`src/rtl/bullet_bill_scheduler.sv`:
```
// BulletBill slot owner: fires bullets from the player row, sweeps them right on each
// movement tick, and reports same-color DDAVER hits over a valid/ready handshake.
module bullet_bill_scheduler #(
    parameter int NUM_BULLETS = 3,
    parameter int COLS        = 16,
    parameter int SPAWN_COL   = 2
) (
    input  logic                               clk_i,
    input  logic                               reset_i,
    input  logic                               move_tick_i,
    input  logic                               fire_i,
    input  logic [11:0]                        fire_color_i,
    input  logic [3:0]                         blockieee_i,
    input  logic [0:4][0:5][11:0]              ddavers_i,
    input  logic                               hit_ready_i,
    output logic                               fire_ready_o,
    output logic [0:NUM_BULLETS-1][11:0]       bulletBillColor_o,
    output logic [0:NUM_BULLETS-1][3:0]        bulletBillXLoc_o,
    output logic [0:NUM_BULLETS-1][3:0]        bulletBillYLoc_o,
    output logic                               hit_valid_o,
    output logic [2:0]                         hit_row_o,
    output logic [2:0]                         hit_col_o,
    output logic                               busy_o,
    output logic                               tick_overrun_o
);

    localparam int IW = (NUM_BULLETS > 1) ? $clog2(NUM_BULLETS) : 1;

    typedef enum logic [1:0] {IDLE, SWEEP, REPORT} state_t;

    state_t                          state_q;
    logic [IW-1:0]                   idx_q;
    logic                            tick_pending_q;
    logic                            tick_overrun_q;
    logic                            hit_valid_q;
    logic [2:0]                      hit_row_q, hit_col_q;
    logic [0:NUM_BULLETS-1][11:0]    color_q;
    logic [0:NUM_BULLETS-1][3:0]     x_q, y_q;

    logic                            free_any;
    logic [IW-1:0]                   free_idx;
    logic [11:0]                     cur_color, enemy;
    logic [3:0]                      cur_x, cur_y, nx;
    logic                            at_edge, in_grid, last_slot, hit_d, fire_take;
    logic [2:0]                      r_d, c_d;

    // Lowest-index free slot; scanning downward leaves the lowest one winning.
    always_comb begin
        free_any = 1'b0;
        free_idx = '0;
        for (int k = NUM_BULLETS - 1; k >= 0; k--) begin
            if (color_q[k] == 12'd0) begin
                free_any = 1'b1;
                free_idx = IW'(k);
            end
        end
    end

    // Slot under test this sweep cycle; edge check precedes the increment so X never wraps.
    always_comb begin
        cur_color = color_q[idx_q];
        cur_x     = x_q[idx_q];
        cur_y     = y_q[idx_q];
        nx        = cur_x + 4'd1;
        at_edge   = (cur_x == 4'(COLS - 1));
        in_grid   = cur_y[0] && (cur_y[3:1] <= 3'd4) && !nx[0] && (nx >= 4'd4) && (nx <= 4'd14);
        r_d       = cur_y[3:1];
        c_d       = nx[3:1] - 3'd2;
        enemy     = in_grid ? ddavers_i[r_d][c_d] : 12'd0;
        hit_d     = (cur_color != 12'd0) && !at_edge && (enemy != 12'd0) && (enemy == cur_color);
        last_slot = (idx_q == IW'(NUM_BULLETS - 1));
    end

    assign fire_ready_o = (state_q == IDLE) && free_any;
    assign fire_take    = fire_i && fire_ready_o && (fire_color_i != 12'd0);

    always_ff @(posedge clk_i) begin
        if (reset_i) begin
            state_q        <= IDLE;
            idx_q          <= '0;
            tick_pending_q <= 1'b0;
            tick_overrun_q <= 1'b0;
            hit_valid_q    <= 1'b0;
            hit_row_q      <= 3'd0;
            hit_col_q      <= 3'd0;
            color_q        <= '0;
            x_q            <= '0;
            y_q            <= '0;
        end else begin
            tick_overrun_q <= 1'b0;
            if (state_q != IDLE && move_tick_i) begin
                if (tick_pending_q) tick_overrun_q <= 1'b1;
                else                tick_pending_q <= 1'b1;
            end
            case (state_q)
                IDLE: begin
                    if (fire_take) begin
                        color_q[free_idx] <= fire_color_i;
                        x_q[free_idx]     <= 4'(SPAWN_COL);
                        y_q[free_idx]     <= blockieee_i;
                    end
                    if (move_tick_i || tick_pending_q) begin
                        state_q        <= SWEEP;
                        idx_q          <= '0;
                        tick_pending_q <= 1'b0;
                    end
                end
                SWEEP: begin
                    if (cur_color != 12'd0) begin
                        if (at_edge || enemy != 12'd0) begin
                            color_q[idx_q] <= 12'd0;
                            x_q[idx_q]     <= 4'd0;
                            y_q[idx_q]     <= 4'd0;
                        end else begin
                            x_q[idx_q] <= nx;
                        end
                    end
                    if (hit_d) begin
                        hit_valid_q <= 1'b1;
                        hit_row_q   <= r_d;
                        hit_col_q   <= c_d;
                        state_q     <= REPORT;
                    end else if (last_slot) begin
                        state_q <= IDLE;
                    end else begin
                        idx_q <= idx_q + 1'b1;
                    end
                end
                REPORT: begin
                    if (hit_valid_q && hit_ready_i) begin
                        hit_valid_q <= 1'b0;
                        if (last_slot) begin
                            state_q <= IDLE;
                        end else begin
                            state_q <= SWEEP;
                            idx_q   <= idx_q + 1'b1;
                        end
                    end
                end
                default: state_q <= IDLE;
            endcase
        end
    end

    assign bulletBillColor_o = color_q;
    assign bulletBillXLoc_o  = x_q;
    assign bulletBillYLoc_o  = y_q;
    assign hit_valid_o       = hit_valid_q;
    assign hit_row_o         = hit_row_q;
    assign hit_col_o         = hit_col_q;
    assign busy_o            = (state_q != IDLE);
    assign tick_overrun_o    = tick_overrun_q;

endmodule
```
`config.mk`:
```
export PLATFORM = sky130hd
export DESIGN_NAME = bullet_bill_scheduler
export DESIGN_NICKNAME = d
export VERILOG_FILES = /design/src/rtl/bullet_bill_scheduler.sv
export SDC_FILE = /design/constraint.sdc
export NUM_CORES = 1
export LEC_CHECK = 0
export BUFFER_PORTS_ARGS = -buffer_cell sky130_fd_sc_hd__buf_2
export CORE_AREA = 3 3 175 177
export DETAILED_ROUTE_END_ITERATION = 8
export DIE_AREA = 0 0 178 180
export GPL_TIMING_DRIVEN = 0
export PLACE_DENSITY = 0.51
export SETUP_SLACK_MARGIN = 0.5
export SLEW_MARGIN = 20
export SYNTH_ARGS = -nofsm -noshare
export SYNTH_HDL_FRONTEND = slang
export SYNTH_SLANG_ARGS = --single-unit
```
`constraint.sdc`:
```
create_clock -name clk_i -period 6.4 [get_ports clk_i]
set_input_delay 0.64 -clock clk_i [delete_from_list [all_inputs] [get_ports clk_i]]
set_output_delay 0.64 -clock clk_i [all_outputs]
set_load 0.02 [all_outputs]
```
==> impl_metrics.py <==
metrics = {
    "place": {
        "dpl.hpwl_um": 42800,
        "gp_congestion": 0.979,
        "port_buffers": 450,
        "dp.cells": 1846,
    },
    "cells_and_area": {
        "syn2layout_area_growth_pct": 41.5,
        "drive_above_1_share_pct": 40.7,
        "instances_no_fill": 1872,
        "final_nets": 1858,
    },
    "pwr": {
        "power.combinational.fraction_pct": 78.2,
        "p_leak_nw": 4.88,
        "seqPwrFrac_pct": 13.0,
        "p_sw_share_pct": 57.5,
        "p_clk_share_pct": 8.8,
        "p_int_mw": 2.40,
        "p_switching_mw": 3.24,
        "powerDensity_mw_per_mm2": 528,
        "ir_worst_vdd_v": 0.000392,
    },
    "synth": {
        "synth_edf_count": 0,
        "yosys.cell_types.count": 79,
        "syn_avg_cell_area_um2": 7.50,
        "synth_area_mm2": 0.00754,
        "synthArstFlopShare_pct": 0,
        "synth_area_leaders": "dfxtp_1 19%, nand2_1 10%, mux2i_1 9.0%, a31oi_1 4.7%, a22o_1 4.6%",
        "yosys_warnings": 0,
        "synthesis.nets": 1397,
        "yosysTopAreaCellShare_pct": 19.4,
        "ys_seq_elements": 73,
        "ys.flop_type": "dfxtp_1",
        "synth_area_leader_cell": "dfxtp_1",
        "syn_inst": 1006,
        "ys_seq_area_share_pct": 19.4,
    },
    "floorplanning": {
        "dieArea_mm2": 0.0320,
        "coreArea_mm2": 0.0294,
        "die_y_um": 180,
        "io_pins": 451,
        "start_util_pct": 25.7,
        "die_w_um": 178,
        "num_rows": 63,
    },
    "timing": {
        "drv_slew": 0,
        "rsz0062_at_grt": "no",
        "setup_viol": 0,
        "finalCritPeriodShare_pct": 89.4,
        "slew-limit-headroom_pct": 39.5,
        "hold_viol": 0,
        "fmax_mhz": 175,
        "fin_setup_tns_ns": 0,
        "hold_ws_ns": 0.435,
        "layout_min_cycle_time_ns": 5.72,
        "skew_ns": 0.00841,
        "worstMarginPinSlew_ns": 0.903,
    },
    "cts": {
        "clockBufferDepth": 2,
        "cts.clk_slew.worst_paths_ns": 0.06,
        "cts_hold_buf": 0,
        "htree_num_levels": 3,
        "insertion_delay_ns": 0.34,
        "ctsResizeCount": 7,
        "cts.sinks": 73,
        "postCtsSetupRepairBufs": 0,
        "numCtsBuffers": 9,
        "cts_tree": "yes",
        "cts_root_buf": "clkbuf_16",
    },
    "route": {
        "drt_wl_total_um": 51500,
        "drc": 0,
        "vias": 10600,
        "via_per_inst": 5.64,
        "drtIter0Drc": 923,
        "drt_pass1_iterations": 5,
        "antenna_left": 0,
        "wl_per_cell_um": 27.5,
    },
    "global_route": {
        "grt_pass1_wl_um": 71300,
        "grt-ovfl-total": 0,
        "antenna_found_initial": 15,
        "grt_pass1_vias": 10300,
        "grt_max_degree": 13,
        "track_usage_pct": 30.3,
    },
    "worst_setup_path": {
        "arrival_ns": 5.94,
        "cp.required_ns": 6.62,
        "worst_setup_path_end_kind": "flop",
        "cp-start-kind": "flop",
        "criticalPathCategory": "flop to flop",
        "worst-path-max-fanout": 10,
    },
    "job": {
        "cap_violations": 0,
    },
    "worst_hold_path": {
        "hp-class": "flop to flop",
    },
    "outcome": {
        "status": "finished, final reports clean",
    },
}
==> power groups by stage <==
stage	Sequential, mW	Combinational [mW]	Clock (mW)
global placement	0.739	4.29	0
global route	0.748	4.66	0.527
finish	0.730	4.41	0.498
CTS	0.727	4.31	0.510
floorplan	0.829	2.60	0
detailed placement	0.735	4.28	0
==> final cells by class <==
cell class	instances	area, um^2
Antenna cell	11	27.5
Buffer	86	557
Clock buffer	11	243
Clock inverter	4	52.6
Fill cell	3280	18700
Inverter	19	77.6
Multi-Input combinational cell	828	5520
Sequential cell	73	1460
Tap cell	390	488
Timing Repair Buffer	450	2250
==> flip-flops by register name, summed over array words and instances, names as in the netlist <==
name               cells
bulletBillColor_o     36
bulletBillXLoc_o      12
bulletBillYLoc_o      12
hit_col_o              3
hit_row_o              3
hit_valid_o            1
idx_q                  2
state_q                2
tick_overrun_o         1
tick_pending_q         1
==> path summary, 6_finish.rpt <==
check,slack (ns),to,cells after the start,startpoint
max,0.68,state_q[0],21,idx_q[1]
min,0.44,tick_overrun_o,2,tick_pending_q
max reg2reg,0.68,state_q[0],21,idx_q[1]
min reg2reg,0.44,tick_overrun_o,2,tick_pending_q
==> worst max-delay path: stages, from the launching register on <==
cell	delay, ns
dfxtp_1	0.42
buf_4	0.21
buf_2	0.22
nand2_1	0.07
o22ai_1	0.31
ha_1	0.33
nor2b_1	0.09
a221oi_2	0.38
and2_1	0.20
buf_6	0.14
clkbuf_4	0.29
ha_1	0.33
clkinv_2	0.21
clkbuf_4	0.31
o2111ai_1	0.26
o211ai_1	0.26
o2111ai_1	0.15
nor3_1	0.22
nand4_1	0.13
or3_1	0.46
a31oi_1	0.23
mux2_2	0.35
==> placed cells by master, fill, tap and decap left out, types with 26 or more instances in the layout <==
| cell type | synthesis | final |
|---|---|---|
| mux2_2 | 26 | 26 |
| a31oi_1 | 57 | 57 |
| a22o_1 | 40 | 40 |
| mux2i_1 | 68 | 68 |
| nor2_1 | 55 | 55 |
| a21oi_1 | 32 | 32 |
| nand3_1 | 31 | 31 |
| o21ai_0 | 62 | 62 |
| nand2_1 | 209 | 209 |
| dfxtp_1 | 73 | 73 |
| buf_2 | 34 | 482 |
==> cell usage after synthesis, types with 5 or more instances <==
master     count
clkbuf_1      19
buf_4         17
a32oi_1       12
nor4_1        15
mux2i_1       68
o2bb2ai_1     14
a31oi_1       57
a311oi_1       6
o211ai_1       7
o21ai_0       62
ha_1          10
mux4_2         5
nand2_1      209
buf_6         15
nand4_1        8
o211a_1        7
dfxtp_1       73
nor3_1        11
nand3_1       31
buf_2         34
inv_1         16
o2111ai_1     11
mux2_2        26
o31ai_1        7
a21oi_1       32
o221ai_1       5
o22ai_1       22
nor2b_1        8
a211oi_1      12
nor2_1        55
a22o_1        40
==> metrics by stage <==
stage | worst slack (ns) | util [%] | power (mW) | instance area (um^2)
global placement | 0.0800 | 35.0 | 5.03 | 10300
CTS | 0.492 | 36.1 | 5.55 | 10600
detailed placement | 0.0600 | 35.0 | 5.01 | 10300
global route | 0.502 | 36.3 | 5.94 | 10700
floorplan | 1.68 | - | 3.43 | 7540
finish | 0.675 | 36.3 | 5.64 | 10700
==> layer usage <==
metal | GRT usage [%] | vias to the layer above | part of all wire (%)
li1 | - | 4742 | -
met2 | 50.0 | 577 | 47
met5 | 0 | - | 0.070
met1 | 39.6 | 5123 | 42
met4 | 10.5 | 6 | 3.4
met3 | 5.13 | 111 | 7.9
==> cell families after synthesis <==
| logic type | synth area share [%] |
|---|---|
| AO/OA/AOI/OAI | 32.7 |
| XOR/XNOR | 0.813 |
| adder cells (fa/ha/maj) | 1.66 |
| buffers and inverters | 8.19 |
| flip-flops | 19.4 |
| multiplexers | 15.1 |
| AND/OR/NAND/NOR | 22.1 |
No activity file was read; power rests on OpenSTA's default activity.
